--- src/rtl/micro_sequencer_pkg.sv ---
`default_nettype none
// ============================================================================
// Module      : micro_sequencer_pkg
// Description : Shared constants for the multicycle MIPS micro-sequencer.
//               Holds the sequencing-command encodings, the opcode and funct
//               values used by the dispatch decoder, and the control-state
//               numbers that decoded instructions dispatch to.
// Revision    : 1.0 - initial release
// ============================================================================
package micro_sequencer_pkg;

    // Sequencing commands from the control ROM. Codes 6 and 7 are reserved
    // and the sequencer treats them as HOLD.
    localparam logic [2:0] c_SEQ_INC      = 3'd0;
    localparam logic [2:0] c_SEQ_DISPATCH = 3'd1;
    localparam logic [2:0] c_SEQ_FETCH    = 3'd2;
    localparam logic [2:0] c_SEQ_JUMP     = 3'd3;
    localparam logic [2:0] c_SEQ_COND     = 3'd4;
    localparam logic [2:0] c_SEQ_WAIT     = 3'd5;

    // Opcodes, ir[31:26]
    localparam logic [5:0] c_OP_RTYPE = 6'b000000;
    localparam logic [5:0] c_OP_SPEC2 = 6'b011100;
    localparam logic [5:0] c_OP_ADDIU = 6'b001001;
    localparam logic [5:0] c_OP_SLTIU = 6'b001011;
    localparam logic [5:0] c_OP_ANDI  = 6'b001100;
    localparam logic [5:0] c_OP_ORI   = 6'b001101;
    localparam logic [5:0] c_OP_XORI  = 6'b001110;
    localparam logic [5:0] c_OP_LUI   = 6'b001111;
    localparam logic [5:0] c_OP_SB    = 6'b101000;
    localparam logic [5:0] c_OP_SH    = 6'b101001;
    localparam logic [5:0] c_OP_SW    = 6'b101011;
    localparam logic [5:0] c_OP_BEQ   = 6'b000100;
    localparam logic [5:0] c_OP_LB    = 6'b100000;
    localparam logic [5:0] c_OP_LH    = 6'b100001;
    localparam logic [5:0] c_OP_LW    = 6'b100011;
    localparam logic [5:0] c_OP_LBU   = 6'b100100;
    localparam logic [5:0] c_OP_LHU   = 6'b100101;

    // Funct codes, ir[5:0]
    localparam logic [5:0] c_FN_ADDU = 6'b100001;
    localparam logic [5:0] c_FN_SUBU = 6'b100011;
    localparam logic [5:0] c_FN_SLTU = 6'b101011;
    localparam logic [5:0] c_FN_AND  = 6'b100100;
    localparam logic [5:0] c_FN_OR   = 6'b100101;
    localparam logic [5:0] c_FN_XOR  = 6'b100110;
    localparam logic [5:0] c_FN_NOR  = 6'b100111;
    localparam logic [5:0] c_FN_CLO  = 6'b100001;
    localparam logic [5:0] c_FN_CLZ  = 6'b100000;

    // Dispatch target control states
    localparam int c_ST_ADDU  = 6;
    localparam int c_ST_STORE = 7;
    localparam int c_ST_BEQ   = 11;
    localparam int c_ST_LOAD  = 13;
    localparam int c_ST_SUBU  = 17;
    localparam int c_ST_ADDIU = 18;
    localparam int c_ST_SLTU  = 19;
    localparam int c_ST_SLTIU = 20;
    localparam int c_ST_CLO   = 21;
    localparam int c_ST_CLZ   = 22;
    localparam int c_ST_AND   = 23;
    localparam int c_ST_ANDI  = 24;
    localparam int c_ST_OR    = 25;
    localparam int c_ST_ORI   = 26;
    localparam int c_ST_XOR   = 27;
    localparam int c_ST_XORI  = 28;
    localparam int c_ST_NOR   = 29;
    localparam int c_ST_LUI   = 30;

endpackage
`default_nettype wire

--- src/rtl/micro_sequencer_rom.sv ---
`default_nettype none
// ============================================================================
// Module      : instr_dispatch_rom
// Description : Combinational instruction decoder. Maps the instruction
//               register onto the control state its execution begins in.
//               Unknown encodings map to ILLEGAL_ST with o_illegal set.
// Ports       : i_ir       [31:0]      instruction register
//               o_target   [STATE_W-1] dispatch control state
//               o_illegal              instruction not decodable
// Revision    : 1.0 - initial release
// ============================================================================
module instr_dispatch_rom
    import micro_sequencer_pkg::*;
#(
    parameter int STATE_W    = 7,
    parameter int ILLEGAL_ST = 2
) (
    input  logic [31:0]        i_ir,
    output logic [STATE_W-1:0] o_target,
    output logic               o_illegal
);

    logic [5:0]         w_op;
    logic [5:0]         w_fn;
    logic [STATE_W-1:0] w_tgt;
    logic               w_ill;
    logic [19:0]        w_unused_ir_bits;

    assign w_op             = i_ir[31:26];
    assign w_fn             = i_ir[5:0];
    assign w_unused_ir_bits = i_ir[25:6];

    always_comb begin
        w_tgt = '0;
        w_ill = 1'b0;
        case (w_op)
            c_OP_RTYPE: begin
                case (w_fn)
                    c_FN_ADDU: w_tgt = STATE_W'(c_ST_ADDU);
                    c_FN_SUBU: w_tgt = STATE_W'(c_ST_SUBU);
                    c_FN_SLTU: w_tgt = STATE_W'(c_ST_SLTU);
                    c_FN_AND:  w_tgt = STATE_W'(c_ST_AND);
                    c_FN_OR:   w_tgt = STATE_W'(c_ST_OR);
                    c_FN_XOR:  w_tgt = STATE_W'(c_ST_XOR);
                    c_FN_NOR:  w_tgt = STATE_W'(c_ST_NOR);
                    default:   w_ill = 1'b1;
                endcase
            end
            c_OP_SPEC2: begin
                case (w_fn)
                    c_FN_CLO: w_tgt = STATE_W'(c_ST_CLO);
                    c_FN_CLZ: w_tgt = STATE_W'(c_ST_CLZ);
                    default:  w_ill = 1'b1;
                endcase
            end
            c_OP_ADDIU: w_tgt = STATE_W'(c_ST_ADDIU);
            c_OP_SLTIU: w_tgt = STATE_W'(c_ST_SLTIU);
            c_OP_ANDI:  w_tgt = STATE_W'(c_ST_ANDI);
            c_OP_ORI:   w_tgt = STATE_W'(c_ST_ORI);
            c_OP_XORI:  w_tgt = STATE_W'(c_ST_XORI);
            c_OP_LUI:   w_tgt = STATE_W'(c_ST_LUI);
            c_OP_SB, c_OP_SH, c_OP_SW:
                        w_tgt = STATE_W'(c_ST_STORE);
            c_OP_BEQ:   w_tgt = STATE_W'(c_ST_BEQ);
            c_OP_LB, c_OP_LH, c_OP_LW, c_OP_LBU, c_OP_LHU:
                        w_tgt = STATE_W'(c_ST_LOAD);
            default:    w_ill = 1'b1;
        endcase
        if (w_ill) begin
            w_tgt = STATE_W'(ILLEGAL_ST);
        end
    end

    assign o_target  = w_tgt;
    assign o_illegal = w_ill;

endmodule
`default_nettype wire

--- src/rtl/micro_sequencer.sv ---
`default_nettype none
// ============================================================================
// Module      : micro_sequencer
// Description : Next-state sequencer for the multicycle MIPS control unit.
//               Holds the control-state register (which addresses the
//               control ROM), a one-cycle decode register fed from the IR,
//               and a memory-wait timeout counter.
// Ports       : clk, rst_n              clock, synchronous active-low reset
//               ir, ir_load             instruction register and its load
//               seq_op                  sequencing command from control ROM
//               jump_tgt, cond          JUMP/COND target and branch condition
//               mem_ready               memory operation complete (WAIT)
//               state                   current control state
//               dec_valid               decode register holds current IR
//               illegal, bus_err        sticky error flags
// Revision    : 1.0 - initial release
// ============================================================================
module micro_sequencer
    import micro_sequencer_pkg::*;
#(
    parameter int STATE_W     = 7,
    parameter int FETCH_STATE = 1,
    parameter int ILLEGAL_ST  = 2,
    parameter int BUSERR_ST   = 3,
    parameter int WAIT_MAX    = 16
) (
    input  logic               clk,
    input  logic               rst_n,
    input  logic [31:0]        ir,
    input  logic               ir_load,
    input  logic [2:0]         seq_op,
    input  logic [STATE_W-1:0] jump_tgt,
    input  logic               cond,
    input  logic               mem_ready,
    output logic [STATE_W-1:0] state,
    output logic               dec_valid,
    output logic               illegal,
    output logic               bus_err
);

    localparam int CNT_W = $clog2(WAIT_MAX);

    logic [STATE_W-1:0] r_state,     w_state_nxt;
    logic [STATE_W-1:0] r_dec_q,     w_dec_q_nxt;
    logic               r_dec_ill,   w_dec_ill_nxt;
    logic               r_dec_valid, w_dec_valid_nxt;
    logic               r_illegal,   w_illegal_nxt;
    logic               r_bus_err,   w_bus_err_nxt;
    logic [CNT_W-1:0]   r_wait_cnt,  w_wait_cnt_nxt;

    logic [STATE_W-1:0] w_rom_tgt;
    logic               w_rom_ill;
    logic [STATE_W-1:0] w_state_inc;

    instr_dispatch_rom #(
        .STATE_W    (STATE_W),
        .ILLEGAL_ST (ILLEGAL_ST)
    ) u_rom (
        .i_ir      (ir),
        .o_target  (w_rom_tgt),
        .o_illegal (w_rom_ill)
    );

    assign w_state_inc = r_state + STATE_W'(1);

    // State register
    always_ff @(posedge clk) begin
        if (!rst_n) begin
            r_state     <= '0;
            r_dec_q     <= '0;
            r_dec_ill   <= 1'b0;
            r_dec_valid <= 1'b0;
            r_illegal   <= 1'b0;
            r_bus_err   <= 1'b0;
            r_wait_cnt  <= '0;
        end else begin
            r_state     <= w_state_nxt;
            r_dec_q     <= w_dec_q_nxt;
            r_dec_ill   <= w_dec_ill_nxt;
            r_dec_valid <= w_dec_valid_nxt;
            r_illegal   <= w_illegal_nxt;
            r_bus_err   <= w_bus_err_nxt;
            r_wait_cnt  <= w_wait_cnt_nxt;
        end
    end

    // Next-state logic
    always_comb begin
        w_state_nxt     = r_state;
        w_dec_q_nxt     = r_dec_q;
        w_dec_ill_nxt   = r_dec_ill;
        w_dec_valid_nxt = r_dec_valid;
        w_illegal_nxt   = r_illegal;
        w_bus_err_nxt   = r_bus_err;
        w_wait_cnt_nxt  = '0;   // any non-WAIT command clears the timeout

        case (seq_op)
            c_SEQ_INC: w_state_nxt = w_state_inc;
            c_SEQ_DISPATCH: begin
                // Without a valid decode the sequencer stalls in place.
                if (r_dec_valid) begin
                    w_state_nxt = r_dec_q;
                    if (r_dec_ill) begin
                        w_illegal_nxt = 1'b1;
                    end
                end
            end
            c_SEQ_FETCH: begin
                w_state_nxt     = STATE_W'(FETCH_STATE);
                w_illegal_nxt   = 1'b0;
                w_bus_err_nxt   = 1'b0;
                w_dec_valid_nxt = 1'b0;
            end
            c_SEQ_JUMP: w_state_nxt = jump_tgt;
            c_SEQ_COND: w_state_nxt = cond ? jump_tgt : w_state_inc;
            c_SEQ_WAIT: begin
                if (mem_ready) begin
                    w_state_nxt = w_state_inc;
                end else if (r_wait_cnt == CNT_W'(WAIT_MAX - 1)) begin
                    w_state_nxt   = STATE_W'(BUSERR_ST);
                    w_bus_err_nxt = 1'b1;
                end else begin
                    w_wait_cnt_nxt = r_wait_cnt + CNT_W'(1);
                end
            end
            default: ;  // reserved codes hold
        endcase

        // A same-cycle IR load overrides FETCH's clear of dec_valid.
        if (ir_load) begin
            w_dec_q_nxt     = w_rom_tgt;
            w_dec_ill_nxt   = w_rom_ill;
            w_dec_valid_nxt = 1'b1;
        end
    end

    // Outputs, all straight from registers
    always_comb begin
        state     = r_state;
        dec_valid = r_dec_valid;
        illegal   = r_illegal;
        bus_err   = r_bus_err;
    end

endmodule
`default_nettype wire

--- config.mk ---
export PLATFORM = sky130hd
export DESIGN_NAME = micro_sequencer
export DESIGN_NICKNAME = d
export VERILOG_FILES = /design/src/rtl/micro_sequencer_pkg.sv /design/src/rtl/micro_sequencer_rom.sv /design/src/rtl/micro_sequencer.sv
export SDC_FILE = /design/constraint.sdc
export NUM_CORES = 1
export LEC_CHECK = 0
export ABC_CLOCK_PERIOD_IN_PS = 2300
export CORE_AREA = 4 4 62 64
export CTS_CLUSTER_DIAMETER = 120
export DETAILED_ROUTE_END_ITERATION = 8
export DIE_AREA = 0 0 66 68
export GPL_ROUTABILITY_DRIVEN = 0
export GPL_TIMING_DRIVEN = 0
export PLACE_DENSITY = 0.83
export REMOVE_ABC_BUFFERS = 1
export SLEW_MARGIN = 15
export SYNTH_ARGS = -nofsm -noshare
export SYNTH_HDL_FRONTEND = slang
export SYNTH_SLANG_ARGS = --single-unit
--- constraint.sdc ---
create_clock -name clk -period 2.3 [get_ports clk]
set_input_delay 0.46 -clock clk [delete_from_list [all_inputs] [get_ports clk]]
set_output_delay 0.46 -clock clk [all_outputs]
set_load 0.1 [all_outputs]
==> flow_summary.json <==
{
  "status": "complete, no violations",
  "grt_usage_pct": 16.17,
  "seq_area_frac_synth_pct": 26.25,
  "min_from": "r_wait_cnt[0]",
  "drtAntennaViolNets": 0,
  "critical_path_class": "register to output pin",
  "die_h_um": 68,
  "vias_per_cell": 5.747,
  "coreArea_um2": 3284,
  "avgSynthCellArea_um2": 7.703,
  "worst_pin_slew_ns": 0.9696,
  "drt-total-wl_mm": 3.628,
  "grt_pass1_vias": 1368,
  "hp-class": "register to register",
  "grt_start_max_net_pins": 17,
  "drt-pass1-iter-count": 4,
  "row_count": 21,
  "synth_area_um2": 1525,
  "maxSlewHeadroom_pct": 35.26,
  "numPortBuffers": 36,
  "holdBufCountCts": 0,
  "netlist.area_leader.share_pct": 26.25,
  "min_to": "r_wait_cnt[0]",
  "rsz0062_at_grt": "false",
  "first_iter_violations": 102,
  "final_cells": 273,
  "yosys.area.top_type": "dfxtp_1",
  "synth-compound-area-share_pct": 30.84,
  "clkTransAtPathRegs_ns": 0.10,
  "hold_viol_final": 0,
  "fin_crit_sh_pct": 97.30,
  "critPathLaunchType": "register",
  "ir_worst_vdd_mv": 0.2166,
  "filler_cell_count": 320,
  "synth_top_family_by_area": "compound AO/OA/AOI/OAI gates",
  "fin_area_um2": 1937,
  "synthSimpleGateAreaFrac_pct": 29.94,
  "crit_arrival_ns": 1.78,
  "post-cts-setup-buffer-count": 0,
  "reg2reg_to": "state[3]",
  "slowest_stage": "clkdlybuf4s50_1",
  "dpl_cell_area_um2": 1888,
  "r2r_slack_ns": 0.68,
  "grt_pass1_wl_mm": 5.892,
  "drv_slew": 0,
  "synth_xor_area_share_pct": 1.723,
  "place_hpwl_mm": 2.701,
  "fin_skew_ns": 0.01768,
  "die_area_um2": 4488,
  "nets": 277,
  "vias": 1569,
  "synthAdderAreaFrac_pct": 2.297,
  "regArea_um2": 400.4,
  "antenna_found_initial": 0,
  "cts_sinks": 20,
  "syn-instance-count": 198,
  "worstSkewPairLatency_ns": 0.32,
  "diodes": 0,
  "cts_root_buf": "clkbuf_4",
  "slowest_delay_ns": 1.13,
  "cts_tree": "done",
  "dieWidth_um": 66,
  "layout-drive-gt1-share_pct": 8.370,
  "critPathTopFamily": "buffers and inverters",
  "synth_cell_types": 59,
  "start_util_pct": 46.44,
  "cp_cell_sequence": "clkdlybuf4s50_1",
  "fin_crit_ns": 2.238,
  "cts_buffer_depth": 2,
  "async_flop_share_pct": 0,
  "io_pins": 57,
  "fmax_mhz": 446.9,
  "reg2reg_from": "r_wait_cnt[0]",
  "place_inst": 269,
  "timing.critical_path.buf_inv": 1,
  "drv_cap": 0,
  "synthMuxAreaShare_pct": 3.610,
  "drcViolationCount": 0,
  "ys_ff_latch": 20,
  "critPathMaxFanout": 2,
  "yosysWarnings": 0,
  "finalSetupViolCount": 0,
  "post_drt_wl_per_cell_um": 13.29,
  "crit_required_ns": 1.84,
  "total_power_uw": 941.8,
  "synth_edf_count": 0,
  "p_leak_uw": 0.0007239,
  "power_density_nw_per_um2": 486.3,
  "cts_made_buffers": 3,
  "htree_levels": 1,
  "whs_path_depth": 1,
  "critPathCaptureType": "output pin",
  "ys_top_cells_by_area": "dfxtp_1, a21oi_1, nor2b_1",
  "area_delta_synth_final_pct": 26.99,
  "overflow": 0,
  "synth_ff_type": "dfxtp_1",
  "multiInputGateArea_um2": 1044,
  "ff2ff_path_depth": 6
}
## power by group
part           leakage, µW  internal (µW)  total (µW)  switching, µW
registers         0.000163            360         373           13.6
logic             0.000533            105         275            170
clock network    0.0000279            176         293            117
## kinds of logic after synthesis
kind of cell	Yosys count
adders and majority gates	3
DFF	20
and+or+nand+nor	83
AOI/OAI and AO/OA	66
buffers and inverters	18
xor gates and xnor gates	3
muxes	5
## sequential cells by signal (all words and copies together) (netlist names)
register / cells
state: 7
r_dec_ill: 1
bus_err: 1
r_dec_q: 5
r_wait_cnt: 4
dec_valid: 1
illegal: 1
## metal layers
layer  wire length [µm]  part of all wire [%]  track usage [%]  vias to the layer above
met5                  0                     0                0                        -
met3                260                   7.2            1.314                        6
met2               1737                    48            30.16                       54
met1               1574                    43            19.57                      709
li1                   -                     -                -                      800
met4                 55                   1.5            5.330                        0
## stage by stage
step / TNS [ns] / util (%) / worst slack, ns / hold WS, ns
global placement: -0.3728 / 57.49 / -0.1140 / 0.4350
detailed placement: -0.5484 / 57.49 / -0.1594 / 0.4503
floorplan: 0 / - / 0.1680 / 0.4176
finish: 0 / 58.97 / 0.06211 / 0.4549
global route: 0 / 58.97 / 0.004472 / 0.5049
CTS: 0 / 58.82 / 0.004903 / 0.4649
## layout make-up
class / instances / share of cell area, %
Clock buffer: 3 / 1.163
Clock inverter: 1 / 1.550
Inverter: 7 / 1.357
Multi-Input combinational cell: 160 / 53.88
Sequential cell: 20 / 20.67
Tap cell: 46 / 2.972
Timing Repair Buffer: 36 / 18.41
## Yosys cell counts, types with 2 or more instances
library cell,number
dfxtp_1,20
a21oi_1,17
nand2_1,15
nor2_1,15
nor2b_1,11
nor3_1,11
o21ai_0,8
inv_1,7
nand2b_1,7
nand3_1,6
o22ai_1,6
buf_2,5
clkbuf_1,5
mux2_2,4
a211oi_1,3
a31oi_1,3
nand3b_1,3
o21a_1,3
or2_2,3
a221oi_1,2
a311oi_1,2
ha_1,2
nor4_1,2
o211ai_1,2
xnor2_1,2
## what timing repair did
action | in CTS | in global routing
cloned | 0 | 0
endpoints found under the setup margin | 7 | 2
gates resized for setup | 7 | 2
## how the worst max path moves through the flow
stage | start | endpoint | slack [ns] | cells past startpoint
3_3_place_gp | ir[29] | r_dec_q[4] | -0.11 | 6
3_5_place_dp | ir[1] | r_dec_q[4] | -0.16 | 5
2_1_floorplan | state[0] | state[6] | 0.17 | 6
4_1_cts | state[6] | state[6] | 0.005 | 1
5_1_grt | bus_err | bus_err | 0.004 | 1
6_report | bus_err | bus_err | 0.06 | 1
## cell usage in the layout, fill, tap and decap left out, drive strengths merged, types with 2 or more instances in the layout
cell	Yosys	final
o32ai	2	2
or2	3	3
clkbuf	5	3
nor3	11	11
dlymetal6s2s	0	2
mux2	4	4
inv	7	7
o22ai	7	7
nor4	3	3
nor2b	11	11
a311oi	2	2
nor2	16	16
nand3b	3	3
ha	2	2
a21oi	17	17
a21o	2	2
a31oi	3	3
clkdlybuf4s50	0	27
dlygate4sd2	0	7
o21a	3	3
o211ai	2	2
nand2b	7	7
nand3	6	6
a211oi	3	3
dfxtp	20	20
xnor2	2	2
nand2	15	15
a221oi	2	2
o21ai	8	8
Power figures use the tool's default switching activity.
